**config.mk**
```make
export PLATFORM = sky130hd
export DESIGN_NAME = mem_port_arbiter
export DESIGN_NICKNAME = d
export VERILOG_FILES = /design/src/rtl/mem_arb_pkg.sv /design/src/rtl/rsp_slot.sv /design/src/rtl/mem_port_arbiter.sv
export SDC_FILE = /design/constraint.sdc
export NUM_CORES = 1
export LEC_CHECK = 0
export BUFFER_PORTS_ARGS = -buffer_cell sky130_fd_sc_hd__buf_2
export CAP_MARGIN = 20
export CORE_AREA = 2 2 200 202
export DETAILED_ROUTE_END_ITERATION = 10
export DIE_AREA = 0 0 202 204
export PLACE_DENSITY_LB_ADDON = 0.1
export SLEW_MARGIN = 10
export SYNTH_ARGS = -nofsm -noshare
export SYNTH_HDL_FRONTEND = slang
export SYNTH_SLANG_ARGS = --single-unit
```
**constraint.sdc**
```tcl
create_clock -name clk -period 1.9 [get_ports clk]
set_clock_uncertainty 0.05 [all_clocks]
set_input_delay 0.19 -clock clk [delete_from_list [all_inputs] [get_ports clk]]
set_output_delay 0.19 -clock clk [all_outputs]
set_load 0.03 [all_outputs]
```
**src/rtl/mem_arb_pkg.sv**
```systemverilog
// Shared types and widths for the fetch/data memory port arbiter.
package mem_arb_pkg;

  localparam int unsigned ADDR_W   = 61;
  localparam int unsigned DATA_W   = 64;
  localparam int unsigned STARVE_W = 4;

  typedef enum logic {
    REQ_IF = 1'b0,
    REQ_D  = 1'b1
  } req_id_e;

  // One memory access as driven onto the shared port
  typedef struct packed {
    logic              we;
    logic [ADDR_W-1:0] addr;
    logic [DATA_W-1:0] wdata;
  } mem_req_t;

endpackage

```
**src/rtl/rsp_slot.sv**
```systemverilog
// Single-entry response slot for one requester: tracks the outstanding
// access and holds its response until the requester accepts it.
module rsp_slot
  import mem_arb_pkg::*;
(
  input  logic              clk,
  input  logic              rst_n,
  input  logic              grant_i,
  input  logic              we_i,
  input  logic [DATA_W-1:0] mem_rdata_i,
  input  logic              rsp_ready_i,
  output logic              eligible_c_o,
  output logic              rsp_valid_o,
  output logic [DATA_W-1:0] rsp_data_c_o
);

  logic              busy_q, busy_d;
  logic              valid_q, valid_d;
  logic [DATA_W-1:0] data_q, data_d;
  logic              fresh_q;
  logic              fresh_we_q;
  logic              drain;
  logic [DATA_W-1:0] fresh_data;

  assign drain        = valid_q & rsp_ready_i;
  assign eligible_c_o = ~busy_q | drain;

  // Memory read data arrives the cycle after issue; stores return zero
  assign fresh_data   = fresh_we_q ? '0 : mem_rdata_i;

  assign rsp_valid_o  = valid_q;
  assign rsp_data_c_o = fresh_q ? fresh_data : data_q;

  // Drain first, then a same-cycle grant re-arms the slot
  always_comb begin
    busy_d  = busy_q;
    valid_d = valid_q;
    data_d  = data_q;
    if (drain) begin
      busy_d  = 1'b0;
      valid_d = 1'b0;
    end
    if (grant_i) begin
      busy_d  = 1'b1;
      valid_d = 1'b1;
    end
    if (fresh_q) begin
      data_d = fresh_data;
    end
  end

  always_ff @(posedge clk or negedge rst_n) begin
    if (!rst_n) begin
      busy_q     <= 1'b0;
      valid_q    <= 1'b0;
      data_q     <= '0;
      fresh_q    <= 1'b0;
      fresh_we_q <= 1'b0;
    end else begin
      busy_q     <= busy_d;
      valid_q    <= valid_d;
      data_q     <= data_d;
      fresh_q    <= grant_i;
      fresh_we_q <= grant_i & we_i;
    end
  end

endmodule

```
**src/rtl/mem_port_arbiter.sv**
```systemverilog
// Data-priority arbiter sharing one memory port between instruction fetch
// and load/store, with a bounded wait for fetch.
module mem_port_arbiter
  import mem_arb_pkg::*;
#(
  parameter int unsigned STARVE_LIMIT = 4
) (
  input  logic              clk,
  input  logic              rst_n,
  input  logic              if_req_valid,
  output logic              if_req_ready,
  input  logic [ADDR_W-1:0] if_req_addr,
  output logic              if_rsp_valid,
  input  logic              if_rsp_ready,
  output logic [DATA_W-1:0] if_rsp_data,
  input  logic              d_req_valid,
  output logic              d_req_ready,
  input  logic              d_req_we,
  input  logic [ADDR_W-1:0] d_req_addr,
  input  logic [DATA_W-1:0] d_req_wdata,
  output logic              d_rsp_valid,
  input  logic              d_rsp_ready,
  output logic [DATA_W-1:0] d_rsp_data,
  output logic              mem_en,
  output logic              mem_we,
  output logic [ADDR_W-1:0] mem_addr,
  output logic [DATA_W-1:0] mem_wdata,
  input  logic [DATA_W-1:0] mem_rdata
);

  localparam logic [STARVE_W-1:0] LIMIT = STARVE_W'(STARVE_LIMIT);

  logic                if_elig, d_elig;
  logic                if_cand, d_cand;
  logic                if_gnt, d_gnt;
  req_id_e             winner;
  logic [STARVE_W-1:0] starve_q, starve_d;
  mem_req_t            if_req, d_req, mem_req;

  // Arbitration and starvation counter; nothing is granted while in reset
  always_comb begin
    if_cand  = rst_n & if_req_valid & if_elig;
    d_cand   = rst_n & d_req_valid & d_elig;
    winner   = REQ_D;
    if (if_cand && (!d_cand || starve_q == LIMIT)) begin
      winner = REQ_IF;
    end
    if_gnt   = if_cand & (winner == REQ_IF);
    d_gnt    = d_cand & (winner == REQ_D);
    starve_d = starve_q;
    if (!if_cand || if_gnt) begin
      starve_d = '0;
    end else if (d_gnt && starve_q != LIMIT) begin
      starve_d = starve_q + STARVE_W'(1);
    end
  end

  // Memory port mux; fetch never writes
  always_comb begin
    if_req  = '{we: 1'b0, addr: if_req_addr, wdata: '0};
    d_req   = '{we: d_req_we, addr: d_req_addr, wdata: d_req_wdata};
    mem_req = '0;
    if (d_gnt) begin
      mem_req = d_req;
    end else if (if_gnt) begin
      mem_req = if_req;
    end
  end

  assign if_req_ready = if_gnt;
  assign d_req_ready  = d_gnt;
  assign mem_en       = if_gnt | d_gnt;
  assign mem_we       = mem_req.we;
  assign mem_addr     = mem_req.addr;
  assign mem_wdata    = mem_req.wdata;

  always_ff @(posedge clk or negedge rst_n) begin
    if (!rst_n) begin
      starve_q <= '0;
    end else begin
      starve_q <= starve_d;
    end
  end

  rsp_slot u_if_slot (
    .clk          (clk),
    .rst_n        (rst_n),
    .grant_i      (if_gnt),
    .we_i         (1'b0),
    .mem_rdata_i  (mem_rdata),
    .rsp_ready_i  (if_rsp_ready),
    .eligible_c_o (if_elig),
    .rsp_valid_o  (if_rsp_valid),
    .rsp_data_c_o (if_rsp_data)
  );

  rsp_slot u_d_slot (
    .clk          (clk),
    .rst_n        (rst_n),
    .grant_i      (d_gnt),
    .we_i         (d_req_we),
    .mem_rdata_i  (mem_rdata),
    .rsp_ready_i  (d_rsp_ready),
    .eligible_c_o (d_elig),
    .rsp_valid_o  (d_rsp_valid),
    .rsp_data_c_o (d_rsp_data)
  );

endmodule

```
==> summary.md, run 1 <==
| Metric | Value |
|---|---|
| Cts bufs inserted | `17` |
| Crit-path cells | `inv_1 -> ha_1 -> nand3b_1 -> buf_4 -> a311oi_4 -> buf_4 -> clkbuf_16 -> a32o_2 -> buf_2` |
| RSZ-0062 raised after global routing | `yes` |
| Synth warn | `0` |
| Area Overhead vs Synth | `124%` |
| Final WS setup | `-0.660 ns` |
| Slew HR | `between 50 and 60%` |
| Iteration-0 DRC Markers | `282` |
| Dpl hpwl | `27,000 um` |
| Seq cells post-synth | `137` |
| Status | `complete, but fails checks` |
| Mean post-synth cell area | `roughly 11 um2` |
| CTS root buffer | `clkbuf_16` |
| Remaining DRCs | `0` |
| Final Instance Area | `14,400 um2` |
| Synth Cell Area | `approximately 6400 um2` |
| VDD IR max | `about 0.56 mV` |
| Worst Tran Pin Value | `between 0.7 and 0.8 ns` |
| Largest net degree at the start of global routing | `113` |
| Mapped Nets | `862` |
| Max-Cap Viols | `0` |
| Die footprint | `around 40,000 um2` |
| Pre-antenna DRT Iters | `4` |
| Via density | `4.19` |
| Most used cell, CP | `buf_4` |
| Die W | `~200 um` |
| GP Congestion | `roughly 0.86` |
| Endpoints failing setup | `187` |
| Congestion Overflow GR | `0` |
| Hold slack | `0.00273 ns` |
| Failing checks | `setup timing` |
| Routed WL | `about 40,000 um` |
| Count of input and output buffers | `515` |
| Power Density | `874 nW/um2` |
| Min Tclk post-route | `2.56 ns` |
| CTS tree | `yes` |
| Critical path fanouts, max | `26` |
| FMAX | `391 MHz` |
| Most frequent cells in the layout | `340 x buf_2, 174 x buf_6, 134 x dfrtp_1, 89 x buf_4, 66 x inv_1` |
| Worst min-delay path category | `in -> reg` |
| Slowest stage cell, crit path | `dfrtp_1` |
| Wire per inst | `approximately 22 um` |
| Sequential fraction of the synthesis area | `between 50% and 60%` |
| Initial core utilization | `16.4%` |
| Antenna Nets Post-Route | `0` |
| Critical Path Start Type | `flop` |
| Top Ports | `516` |
| Initial antenna violation count | `24` |
| Crit path DAT | `~2.3 ns` |
| Share of cells above drive strength 1 | `just over 70%` |
| Tot GR Track Use | `16.0%` |
| Commonest non-fill, non-tap cell in the layout | `buf_2` |
| CP endpoint kind | `output pin` |
| Fin nets | `roughly 1,500` |
| Tcrit/Tclk final | `135%` |
| Vias | `between 7,000 and 8,000` |
| Lkg Pwr | `approximately 7.7 nW` |
| Final hold vios | `0` |
| Area of the core | `between 30,000 and 40,000 um2` |
| DP Area | `approximately 9800 um2` |
| Cells after synthesis | `between 600 and 700` |
| Crit path required time | `1.66 ns` |
| Worst path max stage delay | `about 0.4 ns` |
| Clock buffer depth | `2` |
| Layout fillers | `3,969` |
| Num Clock Sinks | `roughly 140` |
| Vias in the first global route | `6,969` |
| Max Slew Vio Count | `0` |
| Die Y | `slightly above 200 um` |
| # rows | `73` |
| Clk_lat worst skew | `roughly 0.42 ns` |
| Worst-path clk slew | `0.06 ns` |
| Crit path kind | `reg -> out` |
| # H-tree levels | `4` |
| Global-route wire length before repair | `around 49,000 um` |
| Yosys cell types | `25` |
-- layout make-up --
type	count	area [um2]	area share, %
flip-flops and latches	137	3430	23.9
repair buffers	716	6040	42.0
diodes	6	15.0	0.105
inverters	66	248	1.72
well taps	525	657	4.57
clock inverters	8	119	0.828
multi-input cells	345	3390	23.6
clock buffers	24	472	3.28
-- path summary, 6_finish.rpt --
path,start,cells after the start,to,slack [ns]
min in group asynchronous,rst_n,2,u_if_slot.busy_q,0.14
worst max-delay path,starve_q[1],9,mem_addr[22],-0.66
worst min-delay path,mem_rdata[15],3,u_d_slot.data_q[15],0.003
max in group asynchronous,rst_n,3,u_d_slot.data_q[51],0.68
worst max register to register,starve_q[1],6,u_d_slot.fresh_we_q,0.08
worst min register to register,u_if_slot.data_q[60],1,u_if_slot.data_q[60],0.44
-- stage by stage --
step / setup slack, ns / utilization (%) / setup TNS, ns / power (W) / cells
floorplan: -0.0684 / - / -2.81 / 0.00593 / 603
detailed placement: -0.190 / 25.1 / -15.98 / 0.00736 / 1610
global route: -0.751 / 36.6 / -103.56 / 0.0131 / 1823
finish: -0.660 / 36.7 / -84.50 / 0.0126 / 1827
global placement: -0.177 / 25.1 / -15.44 / 0.00734 / 1610
CTS: -0.670 / 28.9 / -94.11 / 0.0110 / 1707
-- repair_timing --
item	4_1_cts	5_1_grt
endpoints found under the hold margin	258	0
pin swaps	3	8
hold buffers	65	0
gates resized for setup	84	663
setup endpoints to repair	257	257
buffers inserted	0	87
gates cloned	0	27
-- kinds of logic after synthesis --
group / count (synthesis) / synth area share, %
compound gates: 127 / 14.8
xor+xnor: 2 / 0.273
fa+ha+maj: 2 / 0.390
buf+inv: 121 / 7.95
flops: 137 / 53.4
mux: 64 / 11.2
simple gates: 150 / 12.0
-- critical path, delay by kind of cell (launching register included) --
| family | cells | cell delay, ns |
|---|---|---|
| adder cells (fa/ha/maj) | 1 | 0.15 |
| AO/OA/AOI/OAI | 2 | 0.41 |
| flip-flops | 1 | 0.39 |
| AND/OR/NAND/NOR | 1 | 0.11 |
| buffers and inverters | 5 | 0.81 |
-- cell usage after synthesis --
master	instances	area [um2]
dfrtp_1	137	3430
nand2_1	67	251
inv_1	66	248
and3_1	65	407
o21ai_0	65	325
mux2_2	64	721
a32o_1	61	611
clkbuf_1	35	131
buf_2	15	75.1
buf_6	5	56.3
nor4_1	3	18.8
and2_1	2	12.5
ha_1	2	25.0
nand3b_1	2	15.0
nor2_1	2	7.51
nor2b_1	2	12.5
or2_2	2	12.5
a311oi_2	1	15.0
nand2b_1	1	6.26
nand3_1	1	5.00
nor3_1	1	5.00
nor4b_1	1	8.76
or3_1	1	6.26
xnor2_1	1	8.76
xor2_1	1	8.76
-- layer usage --
layer	global-route usage (%)	vias up	wire length, um
li1	-	3514	-
met1	18.0	3739	15900
met2	27.4	300	20800
met3	7.37	63	3440
met4	4.28	36	669
met5	0	-	227
-- registers in the layout (all words and copies together) (netlist names) --
signal / flops
u_d_slot.data_q: 64
u_if_slot.busy_q: 1
u_d_slot.fresh_q: 1
starve_q: 4
u_if_slot.fresh_q: 1
u_if_slot.data_q: 64
u_d_slot.rsp_valid_o: 1
u_d_slot.fresh_we_q: 1
-- report_power, final --
| part | switching [W] | total, W | leakage (nW) | internal (W) |
|---|---|---|---|---|
| clock | 0.00129 | 0.00342 | 0.292 | 0.00213 |
| combinational | 0.00301 | 0.00556 | 5.73 | 0.00254 |
| sequential | 0.000140 | 0.00358 | 1.66 | 0.00344 |
Power figures use the tool's default switching activity.
==> run 2: changes to the inputs <==
--- a/config.mk
+++ b/config.mk
@@ -5,6 +5,7 @@
 export SDC_FILE = /design/constraint.sdc
 export NUM_CORES = 1
 export LEC_CHECK = 0
+export ABC_AREA = 1
 export BUFFER_PORTS_ARGS = -buffer_cell sky130_fd_sc_hd__buf_2
 export CAP_MARGIN = 20
 export CORE_AREA = 2 2 200 202
==> summary.md, run 2 <==
| Metric | Value |
|---|---|
| Status | `complete, but fails checks` |
| Failing checks | `setup timing` |
| Synth Cell Area | `7000 um2 (+9.1%)` |
| # rows | `73 (unchanged)` |
| Remaining DRCs | `0 (unchanged)` |
| Tcrit/Tclk final | `117% (-17 points)` |
| Final hold vios | `0 (unchanged)` |
| Vias in the first global route | `8,025 (+15%)` |
| Die Y | `204 um (unchanged)` |
| Critical Path Start Type | `flop` |
| Worst min-delay path category | `in -> reg` |
| Share of cells above drive strength 1 | `52.0% (-20 points)` |
| Most frequent cell after synthesis | `inv_1` |
| Commonest non-fill, non-tap cell in the layout | `buf_2` |
| Die footprint | `41,200 um2 (unchanged)` |
| Initial antenna violation count | `23 (-4.2%)` |
| Synth area leader | `dfrtp_1` |
| Hold Startpoint | `mem_rdata[45]` |
| GP Congestion | `0.901 (+5.0%)` |
| Placed Cells | `1,814 (+13%)` |
| VDD IR max | `0.519 mV (-8.1%)` |
| CTS root buffer | `clkbuf_16` |
| Top Ports | `516 (unchanged)` |
| Area of the core | `39,200 um2 (unchanged)` |
| Global-route wire length before repair | `50,200 um (+3.5%)` |
| Die W | `202 um (unchanged)` |
| Synth warn | `0 (unchanged)` |
| Final Instance Area | `12,500 um2 (-13%)` |
| Crit path kind | `reg -> out` |
| Worst reg2reg startpoint | `starve_q[1]` |
| Final WS setup | `-0.329 ns (+0.331 ns)` |
| CP startpoint | `starve_q[1]` |
| Endpoints failing setup | `227 (+21%)` |
| Max-Cap Viols | `0 (unchanged)` |
| Mean post-synth cell area | `8.80 um2 (-17%)` |
| Area contributors post-synth | `dfrtp_1 49%, inv_1 11%, mux2_2 10%` |
| Most frequent cells in the layout | `397 x buf_2, 200 x inv_1, 135 x dfrtp_1, 121 x nand3_1, 93 x buf_4` |
| Vias | `7,683 (+0.41%)` |
| Finished Layout Cells | `1,935 (+5.9%)` |
| Worst Tran Pin Value | `0.869 ns (+0.154 ns)` |
| Top post-synthesis cells by count | `201 x inv_1, 137 x dfrtp_1, 125 x nand3_1` |
| Cts bufs inserted | `17 (unchanged)` |
| Pre-antenna DRT Iters | `4 (unchanged)` |
| Initial core utilization | `17.9% (+1.5 points)` |
| Min Tclk post-route | `2.23 ns (-0.331 ns)` |
| Count of input and output buffers | `515 (unchanged)` |
| Dpl hpwl | `27,400 um (+1.2%)` |
| Lkg Pwr | `6.70 nW (-13%)` |
| Num Clock Sinks | `137 (unchanged)` |
| Seq cells post-synth | `137 (unchanged)` |
| Regs by FF count | `u_d_slot.data_q (64), u_if_slot.data_q (64), starve_q (4)` |
| Worst-path clk slew | `0.06 ns (about the same)` |
| Final Util | `32.0% (-4.7 points)` |
| Wire per inst | `18.2 um (-19%)` |
| Clk_lat worst skew | `0.43 ns (about the same)` |
| Max Slew Vio Count | `0 (unchanged)` |
| Cells after synthesis | `796 (+32%)` |
| # H-tree levels | `4 (unchanged)` |
| Post-synth EDFFs | `0 (unchanged)` |
| Crit path DAT | `1.99 ns (-0.33 ns)` |
| Iteration-0 DRC Markers | `185 (-34%)` |
| RSZ-0062 raised after global routing | `yes` |
| Clock buffer depth | `2 (unchanged)` |
| Congestion Overflow GR | `0 (unchanged)` |
| Fin nets | `1,650 (+7.0%)` |
| CTS tree | `yes` |
| Antenna Nets Post-Route | `0 (unchanged)` |
| Yosys top cell area share | `49.0% (-4.4 points)` |
| Crit path required time | `1.66 ns (about the same)` |
| Area Overhead vs Synth | `78.8%` |
| Yosys cell types | `23 (-8.0%)` |
| Via density | `3.97 (-5.2%)` |
| Critical path fanouts, max | `8 (-69%)` |
| Mapped Nets | `1,055 (+22%)` |
| CP endpoint kind | `output pin` |
| DP Area | `10,300 um2 (+4.5%)` |
| Routed WL | `35,200 um (-14%)` |
| Main synth FF type | `dfrtp_1` |
| Total power draw | `0.0115 W (-8.7%)` |
| Sequential fraction of the synthesis area | `49.0% (-4.4 points)` |
| Post-synth ARST share | `100% (unchanged)` |
| Largest net degree at the start of global routing | `137 (+21%)` |
| FMAX | `449 MHz (+15%)` |
| Power Density | `916 nW/um2 (+4.8%)` |
| Slew HR | `42.1% (-10 points)` |
| Tot GR Track Use | `16.4% (+0.36 points)` |
## run 2: path summary, 6_finish.rpt
kind | end | slack (ns) | cells after the start
max reg2reg | u_d_slot.fresh_q | 0.30 | 8
max | mem_wdata[40] | -0.33 | 9
min reg2reg | u_if_slot.data_q[31] | 0.44 | 1
min | u_if_slot.data_q[45] | 0.04 | 2
min in group asynchronous | u_d_slot.rsp_valid_o | 0.07 | 2
max in group asynchronous | u_if_slot.data_q[0] | 0.64 | 3
## run 2: layout make-up
class | count | area, um2
sequential | 137 | 3430
tap | 525 | 657
fill | 4253 | 26700
clock inverter | 11 | 170
clock buffer | 21 | 460
inverter | 203 | 762
timing repair buffer | 629 | 4390
multi-input combinational | 403 | 2630
antenna | 6 | 15.0
## run 2: kinds of logic after synthesis
kind of cell / Yosys count / synth area share (%)
adder cells (fa/ha/maj): 2 / 0.357
XOR/XNOR: 2 / 0.250
buffers and inverters: 256 / 15.7
AO/OA/AOI/OAI: 130 / 11.3
AND/OR/NAND/NOR: 207 / 13.5
flip-flops: 137 / 49.0
multiplexers: 62 / 9.97
## run 2: report_power, final
group	total, W	switching, W	internal, W
combinational	0.00430	0.00278	0.00152
sequential	0.00357	0.000127	0.00344
clock	0.00359	0.00132	0.00227
total	0.0115	0.00423	0.00723
## run 2: worst max-delay path, cell delays in order (launching register included)
cell and delay (ns):
dfrtp_1 0.39, inv_1 0.06, ha_2 0.18, nand3_4 0.09, o21ai_4 0.15, buf_12 0.14
buf_12 0.15, buf_8 0.16, nor2_1 0.05, buf_2 0.17
## run 2: through the flow
stage                     TNS (ns)  hold slack [ns]  worst slack [ns]
after global routing        -65.39           0.0118            -0.430
after CTS                   -52.36           0.0192            -0.353
after global placement           0          -0.0734            0.0555
final                       -39.95           0.0373            -0.329
after detailed placement         0          -0.0751            0.0475
after floorplan            -0.0745           -0.156          -0.00931
## run 2: per-layer routing
| metal | vias up | track usage, % | part of all wire (%) |
|---|---|---|---|
| met3 | 72 | 6.17 | 8.2 |
| met4 | 24 | 6.91 | 3.2 |
| met5 | - | 0 | 0.45 |
| met1 | 3578 | 16.9 | 36 |
| met2 | 308 | 29.7 | 52 |
| li1 | 3701 | - | - |
## run 2: repair_timing
action | CTS | global route
gates resized for setup | 163 | 87
gates cloned | 4 | 3
hold buffers | 65 | 0
endpoints found under the setup margin | 251 | 255
buffers inserted | 3 | 9
pin swaps | 3 | 0
endpoints found under the hold margin | 237 | 0
==> run 3: changes to the inputs <==
--- a/config.mk
+++ b/config.mk
@@ -11,7 +11,7 @@
 export CORE_AREA = 2 2 200 202
 export DETAILED_ROUTE_END_ITERATION = 10
 export DIE_AREA = 0 0 202 204
-export PLACE_DENSITY_LB_ADDON = 0.1
+export PLACE_DENSITY = 0.41
 export SLEW_MARGIN = 10
 export SYNTH_ARGS = -nofsm -noshare
 export SYNTH_HDL_FRONTEND = slang
==> summary.md, run 3 (same netlist as run 2, synthesis figures left out) <==
| Metric | Value |
|---|---|
| Worst reg2reg startpoint | `starve_q[0]` |
| Iteration-0 DRC Markers | `272 (+47%)` |
| Hold slack | `-0.0285 ns (-0.0658 ns)` |
| Routed WL | `42,000 um (+19%)` |
| Final Instance Area | `15,900 um2 (+27%)` |
| Layout fillers | `3,829 (-10%)` |
| Die footprint | `41,200 um2 (unchanged)` |
| Via density | `4.20 (+5.7%)` |
| FMAX | `453 MHz (+0.94%)` |
| Wire per inst | `20.9 um (+15%)` |
| Failing checks | `hold timing, setup timing` |
| Final WS setup | `-0.309 ns (+0.0208 ns)` |
| Congestion Overflow GR | `0 (unchanged)` |
| Multi-input logic area | `4100 um2 (+56%)` |
| Crit path DAT | `1.97 ns (-0.02 ns)` |
| Min Tclk post-route | `2.21 ns (-0.0208 ns)` |
| Worst slack, placed | `0.0265 ns (-0.0209 ns)` |
| Regs by FF count | `u_d_slot.data_q (64), u_if_slot.data_q (64), starve_q (4)` |
| DP Area | `10,400 um2 (+0.90%)` |
| Power Density | `835 nW/um2 (-8.8%)` |
| Vias | `8,435 (+9.8%)` |
| Worst min-delay path category | `in -> async` |
| VDD IR max | `0.584 mV (+13%)` |
| Area of the core | `39,200 um2 (unchanged)` |
| Worst Tran Pin Value | `0.935 ns (+0.0667 ns)` |
| # H-tree levels | `4 (unchanged)` |
| Cts bufs inserted | `17 (unchanged)` |
| Most frequent cells in the layout | `272 x buf_2, 198 x buf_6, 196 x inv_1, 135 x dfrtp_1, 115 x buf_4` |
| Fin nets | `1,724 (+4.5%)` |
| CTS root buffer | `clkbuf_16` |
| Largest net degree at the start of global routing | `70 (-49%)` |
| RSZ-0062 raised after global routing | `yes` |
| Tot GR Track Use | `18.2% (+1.8 points)` |
| Setup TNS | `-38.36 ns (+1.59 ns)` |
| Crit-path cells | `inv_2 -> ha_4 -> nand3_4 -> o21ai_4 -> buf_8 -> clkbuf_16 -> o21ai_2 -> buf_6` |
| Top Ports | `516 (unchanged)` |
| Clk_lat worst skew | `0.43 ns (about the same)` |
| Die W | `202 um (unchanged)` |
| Slew HR | `37.6% (-4.4 points)` |
| Final hold vios | `16 (+16)` |
| Clock buffer depth | `2 (unchanged)` |
| WP buf/inv | `4 (-1)` |
| Endpoints failing setup | `199 (-12%)` |
| Global-route wire length before repair | `55,300 um (+10%)` |
| Count of input and output buffers | `515 (unchanged)` |
| Initial core utilization | `17.9% (unchanged)` |
| Cell family with most CP delay | `buffers and inverters` |
| GP Congestion | `0.977 (+8.4%)` |
| Critical path fanouts, max | `10 (+2)` |
| Worst path max stage delay | `0.39 ns (about the same)` |
| Crit path required time | `1.66 ns (about the same)` |
| Remaining DRCs | `0 (unchanged)` |
| Dpl hpwl | `28,900 um (+5.6%)` |
| CP endpoint kind | `output pin` |
| Share of cells above drive strength 1 | `63.7% (+12 points)` |
| Slowest stage cell, crit path | `dfrtp_1` |
| Crit path kind | `reg -> out` |
| Max Slew Vio Count | `0 (unchanged)` |
| Pre-antenna DRT Iters | `5 (+1)` |
| Register Area | `3430 um2 (unchanged)` |
| CTS tree | `yes` |
| Lkg Pwr | `7.90 nW (+18%)` |
| Worst-path clk slew | `0.07 ns (about the same)` |
| Tcrit/Tclk final | `116% (-1.1 points)` |
| Commonest non-fill, non-tap cell in the layout | `buf_2` |
| Max-Cap Viols | `0 (unchanged)` |
| Initial antenna violation count | `35 (+52%)` |
| Antenna Nets Post-Route | `0 (unchanged)` |
| Status | `complete, but fails checks` |
| Num Clock Sinks | `137 (unchanged)` |
| Reg2Reg Depth | `8 (unchanged)` |
| Vias in the first global route | `8,470 (+5.5%)` |
| Critical Path Start Type | `flop` |
| Die Y | `204 um (unchanged)` |
| Area Overhead vs Synth | `128%` |
| # rows | `73 (unchanged)` |
| R2r setup slk | `0.34 ns (+0.04 ns)` |
| Worst r2r dst | `u_d_slot.fresh_q` |
run 3: cell types whose count changed in the layout (fill, tap and decap cells not counted), sizes merged:
cell,change
buf,+71
clkbuf,+7
dlygate4sd3,-6
inv,+3
bufinv,-1
diode,+1
run 3: report_power, final:
group          internal [W]  total, W  switching [W]
Combinational       0.00286   0.00624        0.00338
Clock               0.00208   0.00346        0.00138
Sequential          0.00345   0.00360       0.000154
Total               0.00839    0.0133        0.00491
run 3: worst max-delay path by stage:
stage / from / depth (start not counted) / to
floorplan: u_d_slot.rsp_valid_o / 6 / mem_addr[0]
global placement: starve_q[1] / 8 / mem_addr[1]
detailed placement: starve_q[1] / 8 / mem_addr[1]
CTS: starve_q[0] / 9 / mem_wdata[21]
global route: starve_q[1] / 8 / mem_addr[31]
finish: starve_q[0] / 8 / mem_addr[28]
run 3: layer usage:
| metal | global-route usage, % | routed length [um] |
|---|---|---|
| met5 | 0 | 199 |
| met4 | 5.59 | 1290 |
| met3 | 6.63 | 3020 |
| met2 | 34.3 | 22400 |
| met1 | 18.5 | 15100 |
run 3: final cells by class:
type / count / area share, %
timing repair buffer: 703 / 39.9
multi-input combinational: 403 / 25.8
sequential: 137 / 21.5
inverter: 203 / 4.84
tap: 525 / 4.12
clock buffer: 19 / 2.72
clock inverter: 13 / 1.04
antenna: 7 / 0.110
run 3: metrics by stage:
stage                     power (W)  cells  util (%)
final                        0.0133   2010      40.7
after global placement      0.00746   1815      26.4
after floorplan             0.00605    796         -
after global routing         0.0139   2008      40.7
after detailed placement    0.00750   1815      26.4
after CTS                    0.0121   1948      34.7
run 3: repair_timing:
item / 4_1_cts / 5_1_grt
pin swaps: 3 / 54
gates cloned: 14 / 16
hold buffers: 59 / 0
setup endpoints to repair: 253 / 252
setup buffers: 28 / 46
gates resized for setup: 502 / 403
hold endpoints to repair: 110 / 0
